[src/rtl/bus_master_if_pkg.sv]
// Shared bus constants and master-side FSM state codes.
package bus_master_if_pkg;

    localparam int unsigned STATE_WIDTH = 2;
    localparam int unsigned BUS_ADDR_W  = 30;
    localparam int unsigned BUS_DATA_W  = 32;

    // Arbiter handshake polarities
    localparam logic REQ_ENABLE    = 1'b1;
    localparam logic REQ_DISABLE   = 1'b0;
    localparam logic GRANT_ENABLE  = 1'b1;
    localparam logic GRANT_DISABLE = 1'b0;

    typedef enum logic [STATE_WIDTH-1:0] {
        BmIdle   = 2'd0,
        BmReq    = 2'd1,
        BmAccess = 2'd2,
        BmDone   = 2'd3
    } bm_state_e;

endpackage

[src/rtl/bus_master_if.sv]
// Initiator-side bus interface: arbitrates for the shared bus, runs one access,
// returns read data or reports a timeout to the owning master.
module bus_master_if
    import bus_master_if_pkg::*;
#(
    parameter int unsigned ADDR_W  = BUS_ADDR_W,
    parameter int unsigned DATA_W  = BUS_DATA_W,
    parameter int unsigned TMO_CYC = 255
) (
    input  logic              clk,
    input  logic              reset,
    input  logic              req,
    input  logic              rw,
    input  logic [ADDR_W-1:0] addr,
    input  logic [DATA_W-1:0] wr_data,
    input  logic              flush,
    input  logic              stall,
    output logic              busy,
    output logic              done,
    output logic [DATA_W-1:0] rd_data,
    output logic              err,
    output logic              bus_req,
    input  logic              bus_grant,
    output logic              bus_as,
    output logic              bus_rw,
    output logic [ADDR_W-1:0] bus_addr,
    output logic [DATA_W-1:0] bus_wr_data,
    input  logic [DATA_W-1:0] bus_rd_data,
    input  logic              bus_rdy
);

    localparam int unsigned      CNT_W    = $clog2(TMO_CYC + 1);
    localparam logic [CNT_W-1:0] TMO_LAST = CNT_W'(TMO_CYC - 1);

    bm_state_e         state_q;
    logic              rw_q;
    logic [ADDR_W-1:0] addr_q;
    logic [DATA_W-1:0] wr_data_q;
    logic [DATA_W-1:0] rd_data_q;
    logic [CNT_W-1:0]  tmo_cnt_q;
    logic              flush_seen_q;
    logic              err_q;
    logic              in_access;

    // FSM, request latches, timeout counter and registered completion outputs
    always_ff @(posedge clk or negedge reset) begin
        if (!reset) begin
            state_q      <= BmIdle;
            rw_q         <= 1'b0;
            addr_q       <= '0;
            wr_data_q    <= '0;
            rd_data_q    <= '0;
            tmo_cnt_q    <= '0;
            flush_seen_q <= 1'b0;
            err_q        <= 1'b0;
        end else begin
            err_q <= 1'b0;
            case (state_q)
                BmIdle: begin
                    if (req && !flush) begin
                        state_q   <= BmReq;
                        rw_q      <= rw;
                        addr_q    <= addr;
                        wr_data_q <= wr_data;
                    end
                end
                BmReq: begin
                    if (flush) begin
                        state_q <= BmIdle;
                    end else if (bus_grant == GRANT_ENABLE) begin
                        state_q      <= BmAccess;
                        tmo_cnt_q    <= '0;
                        flush_seen_q <= 1'b0;
                    end
                end
                BmAccess: begin
                    // The slave has committed, so a flush only hides the completion
                    if (flush) begin
                        flush_seen_q <= 1'b1;
                    end
                    if (bus_rdy) begin
                        if (!rw_q) begin
                            rd_data_q <= bus_rd_data;
                        end
                        state_q <= (flush || flush_seen_q) ? BmIdle : BmDone;
                    end else if (tmo_cnt_q == TMO_LAST) begin
                        err_q   <= 1'b1;
                        state_q <= BmIdle;
                    end else begin
                        tmo_cnt_q <= tmo_cnt_q + CNT_W'(1);
                    end
                end
                BmDone: begin
                    if (!stall) begin
                        state_q <= BmIdle;
                    end
                end
                default: state_q <= BmIdle;
            endcase
        end
    end

    assign in_access = (state_q == BmAccess);

    // Busy in IDLE is gated by reset so every output reads 0 while reset is held
    assign busy        = reset && ((state_q == BmIdle) ? (req && !flush) : (state_q != BmDone));
    assign done        = (state_q == BmDone);
    assign rd_data     = rd_data_q;
    assign err         = err_q;
    assign bus_req     = (state_q == BmReq || in_access) ? REQ_ENABLE : REQ_DISABLE;
    assign bus_as      = in_access;
    // Bus fields are zeroed outside ACCESS so masters can be OR-combined
    assign bus_rw      = in_access && rw_q;
    assign bus_addr    = in_access ? addr_q : '0;
    assign bus_wr_data = in_access ? wr_data_q : '0;

endmodule
[config.mk]
export PLATFORM = sky130hd
export DESIGN_NAME = bus_master_if
export DESIGN_NICKNAME = d
export VERILOG_FILES = /design/src/rtl/bus_master_if_pkg.sv /design/src/rtl/bus_master_if.sv
export SDC_FILE = /design/constraint.sdc
export NUM_CORES = 1
export LEC_CHECK = 0
export BUFFER_PORTS_ARGS = -buffer_cell sky130_fd_sc_hd__buf_2
export CAP_MARGIN = 20
export CORE_MARGIN = 3
export CORE_UTILIZATION = 25
export CTS_BUF_LIST = sky130_fd_sc_hd__clkbuf_8
export CTS_CLUSTER_DIAMETER = 120
export DETAILED_ROUTE_END_ITERATION = 8
export GPL_TIMING_DRIVEN = 0
export PLACE_DENSITY_LB_ADDON = 0.25
export SYNTH_ARGS = -nofsm -noshare
export SYNTH_HDL_FRONTEND = slang
export SYNTH_SLANG_ARGS = --single-unit
[constraint.sdc]
create_clock -name clk -period 1.6 [get_ports clk]
set_input_delay 0.16 -clock clk [delete_from_list [all_inputs] [get_ports clk]]
set_output_delay 0.16 -clock clk [all_outputs]
set_load 0.03 [all_outputs]
---- Word-level counts from Yosys, hierarchy flattened ----
Cells that the tools add are included.
W data, S select, Z words.
storage, ports and cells
  register bits after elaboration ......... 107
  input bits .............................. 102
cells by class
  add/sub/neg operators ................... 1
  equal/unequal tests ..................... 14
  mux-type cells .......................... 24
  bitwise logic cells ..................... 1
  reduce and logical (&&, ||, !) cells .... 13
operators by type and width
  operator               count
  $mux W32               1
  $mux W8                4
  $mux W30               1
  $pmux W8 S2            1
  $mux W2                7
  $ne A2 B2 Y1 const B   7
  $add A8 B1 Y8 const B  1
  $eq A8 B8 Y1 const B   1
  $mux W1                8
  $pmux W2 S4            1
  $reduce_and A4 Y1      2
  $reduce_and A5 Y1      1
  $eq A2 B2 Y1 const B   2
  $logic_and A1 B1 Y1    3
  $ne A3 B2 Y1 const B   1
  $ne A3 B3 Y1 const B   1
  $reduce_and A3 Y1      1
  $eq A2 B1 Y1 const B   1
  $logic_not A2 Y1       1
  $logic_or A1 B1 Y1     2
  $ne A2 B1 Y1 const B   1
  $pmux W1 S2            1
  $reduce_and A2 Y1      1
  $reduce_bool A2 Y1     1
  other kinds (2)        2

---- Logic depth before layout (Yosys ltp) ----
  depth after elaboration ................. 4
  gate-level depth with buffers ........... 7
  depth with buffers taken out ............ 6

---- Least setup slack after synthesis ----
Ideal clock, no wire load.
  path type ............................... reg2reg
  start ................................... register state_q[0]
  end ..................................... register state_q[1]
  library setup time ...................... 0.125 ns
  arrival time ............................ 1.841 ns
  data required time ...................... 1.475 ns
  path slack .............................. -0.366 ns
  stages on the path, launching flop included .. 8
  buffers on the path ..................... 1
  clock period less this slack ............ 1.966 ns
  path through ............................ dfrtp_1 inv_1 ha_1 nand2b_1 o21ba_1 buf_6 a2111o_1 mux2_4
on the way
  cells in the longest elaborated chain, start to end .. 3
ends and longest elaborated chain
  element                      RTL line             source
  start: declaration           bus_master_if.sv:35  bm_state_e state_q;
  start signal: assignment     bus_master_if.sv:48  state_q <= BmIdle;
  start signal: assignment     bus_master_if.sv:61  state_q <= BmReq;
  start signal: assignment     bus_master_if.sv:69  state_q <= BmIdle;
  $eq A2 B2 Y1 *               n/a
  net bus_as                   bus_master_if.sv:24  output logic bus_as,
  $ne A3 B2 Y1 (no line)       n/a
  $reduce_and A4 Y1 (no line)  n/a
Mark *: on every way through the listed nets, which the timed path passes. The rest lies on a longest branch.
A chain may end at the register's enable or synchronous reset.

---- Worst setup path after layout ----
  start ................................... register state_q[1]
  end ..................................... register state_q[1]
on the way
  cells in the longest elaborated chain, start to end .. 3
ends and longest elaborated chain
  element                                               RTL line             source
  $eq A2 B2 Y1, or another cell as far along            bus_master_if.sv:58  case (state_q)
  $ne A3 B2 Y1 (no line), or another cell as far along  n/a
  $reduce_and A4 Y1 (no line)                           n/a
Several ways; a longest one is shown, not always the timed one.

==> run summary <==
========================================================================================
Post-layout min period                                                          1.886 ns
Number of diodes                                                                       0
Number of vias after detailed routing                                              4,172
DRT antenna net count                                                                  0
Clock Path Buffers                                                                     2
Maximum number of pins on one net before global-route repair                          62
Number of synthesis warnings                                                           0
Clock tree from TritonCTS                                                            yes
# nets final                                                                         818
Outcome                                                                     complete, but fails checks
Part of the cycle the worst path needs                                             1.179
Primary flip-flop cell chosen by synthesis mapping                          sky130_fd_sc_hd__dfrtp_1
Cell at the slowest stage of the critical path                              sky130_fd_sc_hd__dfrtp_2
Worst path top cell family by delay                                         compound AO/OA/AOI/OAI gates
MaxCap Viol Count                                                                      0
Sequential-to-total area share from yosys stat                                    0.5687
Placed instance area                                                            6127 µm²
Antenna violations before repair                                                       0
Cell accounting for the most synthesized area                               sky130_fd_sc_hd__dfrtp_1
Congestion Overflow GR                                                                 0
Critical path data arrival time                                                  2.16 ns
Number of vias per cell after detailed routing                                     4.424
Launching element type of the critical path                                     register
Total power divided by cell area                                             1430 nW/µm²
Buffer cell driving the clock tree root                                     sky130_fd_sc_hd__clkbuf_8
Crit path cell chain                                                        ha_4 -> buf_4 -> buf_6 -> nand2b_4 -> o21ba_4 -> a2111o_1 -> mux2_4
Required time of the critical path                                               1.87 ns
Setup WS post-layout                                                          -0.2861 ns
Skew final                                                                   0.009932 ns
Die X-Extent                                                                    143.2 µm
Distinct cells, synth                                                                 34
Critical Path End Type                                                          register
Final hold viol count                                                                 47
Worst hold slack across all endpoints                                         -0.2042 ns
Dominant cell by count in the synthesized netlist                           sky130_fd_sc_hd__dfrtp_1
Largest incremental delay on the critical path                                   0.46 ns
Cell Rows                                                                             49
Number of register bits inferred by synthesis                                        107
WL final                                                                       15,850 µm
Port Buf Inserts                                                                     201
Routed WL per cell                                                              16.81 µm
Die Area                                                                      20,520 µm²
Cell total after placement                                                           788
Effective utilization at floorplan                                                0.2586
Worst setup timing slack at the placement stage                               -0.7604 ns
Number of standard cells in the final layout excluding fillers                       943
Critical path fanouts, max                                                             7
Worst path bufs/invs                                                                   2
Drt first-iter violations                                                            130
Sinks on the clock net                                                               107
Ratio of cells with drive above 1 in the final layout                             0.6415
Achievable frequency                                                          0.5302 GHz
Global Route Usage Sum                                                            0.1423
CTS H-Tree Depth                                                                       3
Placeable Area                                                                18,210 µm²
Classification of the worst setup path                                           reg2reg
First-pass GRT wire length                                                     22,940 µm
Number of search-and-repair iterations in the first detailed-routing pass              4
Cells after Synth                                                                    357
Final HPWL from detailed placement                                               9383 µm
Final Instance Area                                                             8902 µm²
Top cells by instance count after synthesis                                 sky130_fd_sc_hd__dfrtp_1 (107), sky130_fd_sc_hd__mux2_2 (95), sky130_fd_sc_hd__and2_1 (64)
Number of failing setup endpoints in the final timing report                         129
Inserted Clock Buffers                                                                 9
Number of enable flip-flop cells after synthesis                                       0
Post-Synthesis Cell Area                                                        4708 µm²
Num ports                                                                            202
Slew of the pin with the lowest slew margin                                    0.6625 ns
Clock network latency to the later pin of the worst-skew pair                    0.39 ns
Synth top area cells                                                        sky130_fd_sc_hd__dfrtp_1 (57%), sky130_fd_sc_hd__mux2_2 (23%), sky130_fd_sc_hd__and2_1 (8.5%)
Die Ht                                                                          143.2 µm
Syn-to-layout area delta                                                          89.08%
Count of hold-fix buffers inserted at cts                                             95
Hold crit path type                                                             in2async
Setup repair after global routing missed its margin                                 true
Syn nets                                                                             466
GP Congestion                                                                     0.7319
Synth async-reset ratio                                                            1.000
Remaining design rule violation count                                                  0
Failing checks                                                              negative hold slack, negative setup slack
Clock-pin slew on the worst setup and hold paths                                 0.11 ns
Syn_area_per_cell                                                              13.19 µm²
Share of the synthesized area in the top cell type                                0.5687
Slew Limit Headroom                                                               0.5583
Leakage power                                                                   4.465 nW
Max-slew violations                                                                    0
Max rail drop VDD                                                               735.5 µV
Number of global-route vias before repair                                          4,515
========================================================================================
-- power by group --
| part | internal [mW] | switching [mW] |
|---|---|---|
| Combinational | 3.48 | 2.84 |
| Clock | 0.817 | 1.00 |
| Sequential | 3.92 | 0.675 |
| Total | 8.22 | 4.51 |
-- cell type report --
type                            instances  area (µm²)
Clock inverter                          5       60.06
Inverter                               12       45.04
Timing Repair Buffer                  343        2985
Clock buffer                           11       151.4
Buffer                                 15       300.3
Sequential cell                       107        2679
Fill cell                            1547        9306
Tap cell                              229       286.5
Multi-Input combinational cell        221        2395
-- sequential cells by signal (all words and copies together), names as in the netlist --
signal        cells
err               1
wr_data_q        32
tmo_cnt_q         8
addr_q           30
rw_q              1
rd_data          32
state_q           2
flush_seen_q      1
-- stage by stage --
step	TNS, ns	utilization	total power [mW]
after floorplan	-0.9223	-	7.455
after global placement	-144.74	0.3348	8.608
after detailed placement	-46.24	0.3365	8.773
after CTS	-22.13	0.4568	11.79
after global routing	-28.15	0.4889	13.47
final	-17.74	0.4889	12.73
-- cell usage in the layout (no fill, tap or decap), types with 2 or more instances in the layout --
cell type and count:
sky130_fd_sc_hd__o211ai_1 2, sky130_fd_sc_hd__nand2_1 3, sky130_fd_sc_hd__o21ai_2 3, sky130_fd_sc_hd__nor2_1 3, sky130_fd_sc_hd__a31oi_1 3, sky130_fd_sc_hd__dlygate4sd3_1 95
sky130_fd_sc_hd__nand3_1 7, sky130_fd_sc_hd__mux2_2 39, sky130_fd_sc_hd__dfrtp_1 106, sky130_fd_sc_hd__clkbuf_8 11, sky130_fd_sc_hd__inv_1 8, sky130_fd_sc_hd__buf_8 7
sky130_fd_sc_hd__ha_1 3, sky130_fd_sc_hd__and2_2 6, sky130_fd_sc_hd__buf_4 25, sky130_fd_sc_hd__o22ai_2 2, sky130_fd_sc_hd__buf_2 134, sky130_fd_sc_hd__ha_4 3
sky130_fd_sc_hd__o21ai_0 3, sky130_fd_sc_hd__inv_2 4, sky130_fd_sc_hd__o221ai_2 2, sky130_fd_sc_hd__buf_6 74, sky130_fd_sc_hd__clkbuf_16 14, sky130_fd_sc_hd__and2_4 51
sky130_fd_sc_hd__a21boi_4 2, sky130_fd_sc_hd__mux2_4 57, sky130_fd_sc_hd__nor3_1 4, sky130_fd_sc_hd__buf_12 8, sky130_fd_sc_hd__a21oi_1 2, sky130_fd_sc_hd__and2_1 7
-- cell families after synthesis --
family,Yosys count,share of synthesized area
multiplexers,97,0.2325
AO/OA/AOI/OAI,26,0.03827
buffers and inverters,29,0.02631
AND/OR/NAND/NOR,90,0.1137
flip-flops,107,0.5687
XOR/XNOR,1,0.001861
adder cells (fa/ha/maj),7,0.01860
-- path summary, 6_finish.rpt --
path,startpoint,end,slack (ns),depth (start not counted)
max reg2reg,state_q[1],state_q[1],-0.29,7
min reg2reg,addr_q[22],addr_q[22],0.51,1
max,state_q[1],state_q[1],-0.29,7
min in group clk,bus_rdy,err,0.14,3
max in group asynchronous,reset,rd_data[21],1.08,2
min,reset,tmo_cnt_q[2],-0.20,1
-- routing by layer --
metal	routed length, µm	GRT usage	share of wire	vias up
met5	0	0	0	-
met1	6519	0.1711	0.41	2075
met3	836	0.04153	0.053	29
met2	8134	0.2438	0.51	135
li1	-	-	-	1933
met4	360	0.04906	0.023	0
-- worst register-to-register path, stage by stage, from the launching register on --
cell and delay (ns):
sky130_fd_sc_hd__dfrtp_2 0.46, sky130_fd_sc_hd__ha_4 0.21, sky130_fd_sc_hd__buf_4 0.14, sky130_fd_sc_hd__buf_6 0.11
sky130_fd_sc_hd__nand2b_4 0.06, sky130_fd_sc_hd__o21ba_4 0.16, sky130_fd_sc_hd__a2111o_1 0.33, sky130_fd_sc_hd__mux2_4 0.31
-- timing repair --
action / 4_1_cts / 5_1_grt
gates cloned: 5 / 7
pin swaps: 4 / 3
setup buffers: 20 / 17
endpoints found under the setup margin: 169 / 159
gates resized for setup: 227 / 121
hold endpoints to repair: 142 / 47
Power figures use the tool's default switching activity.
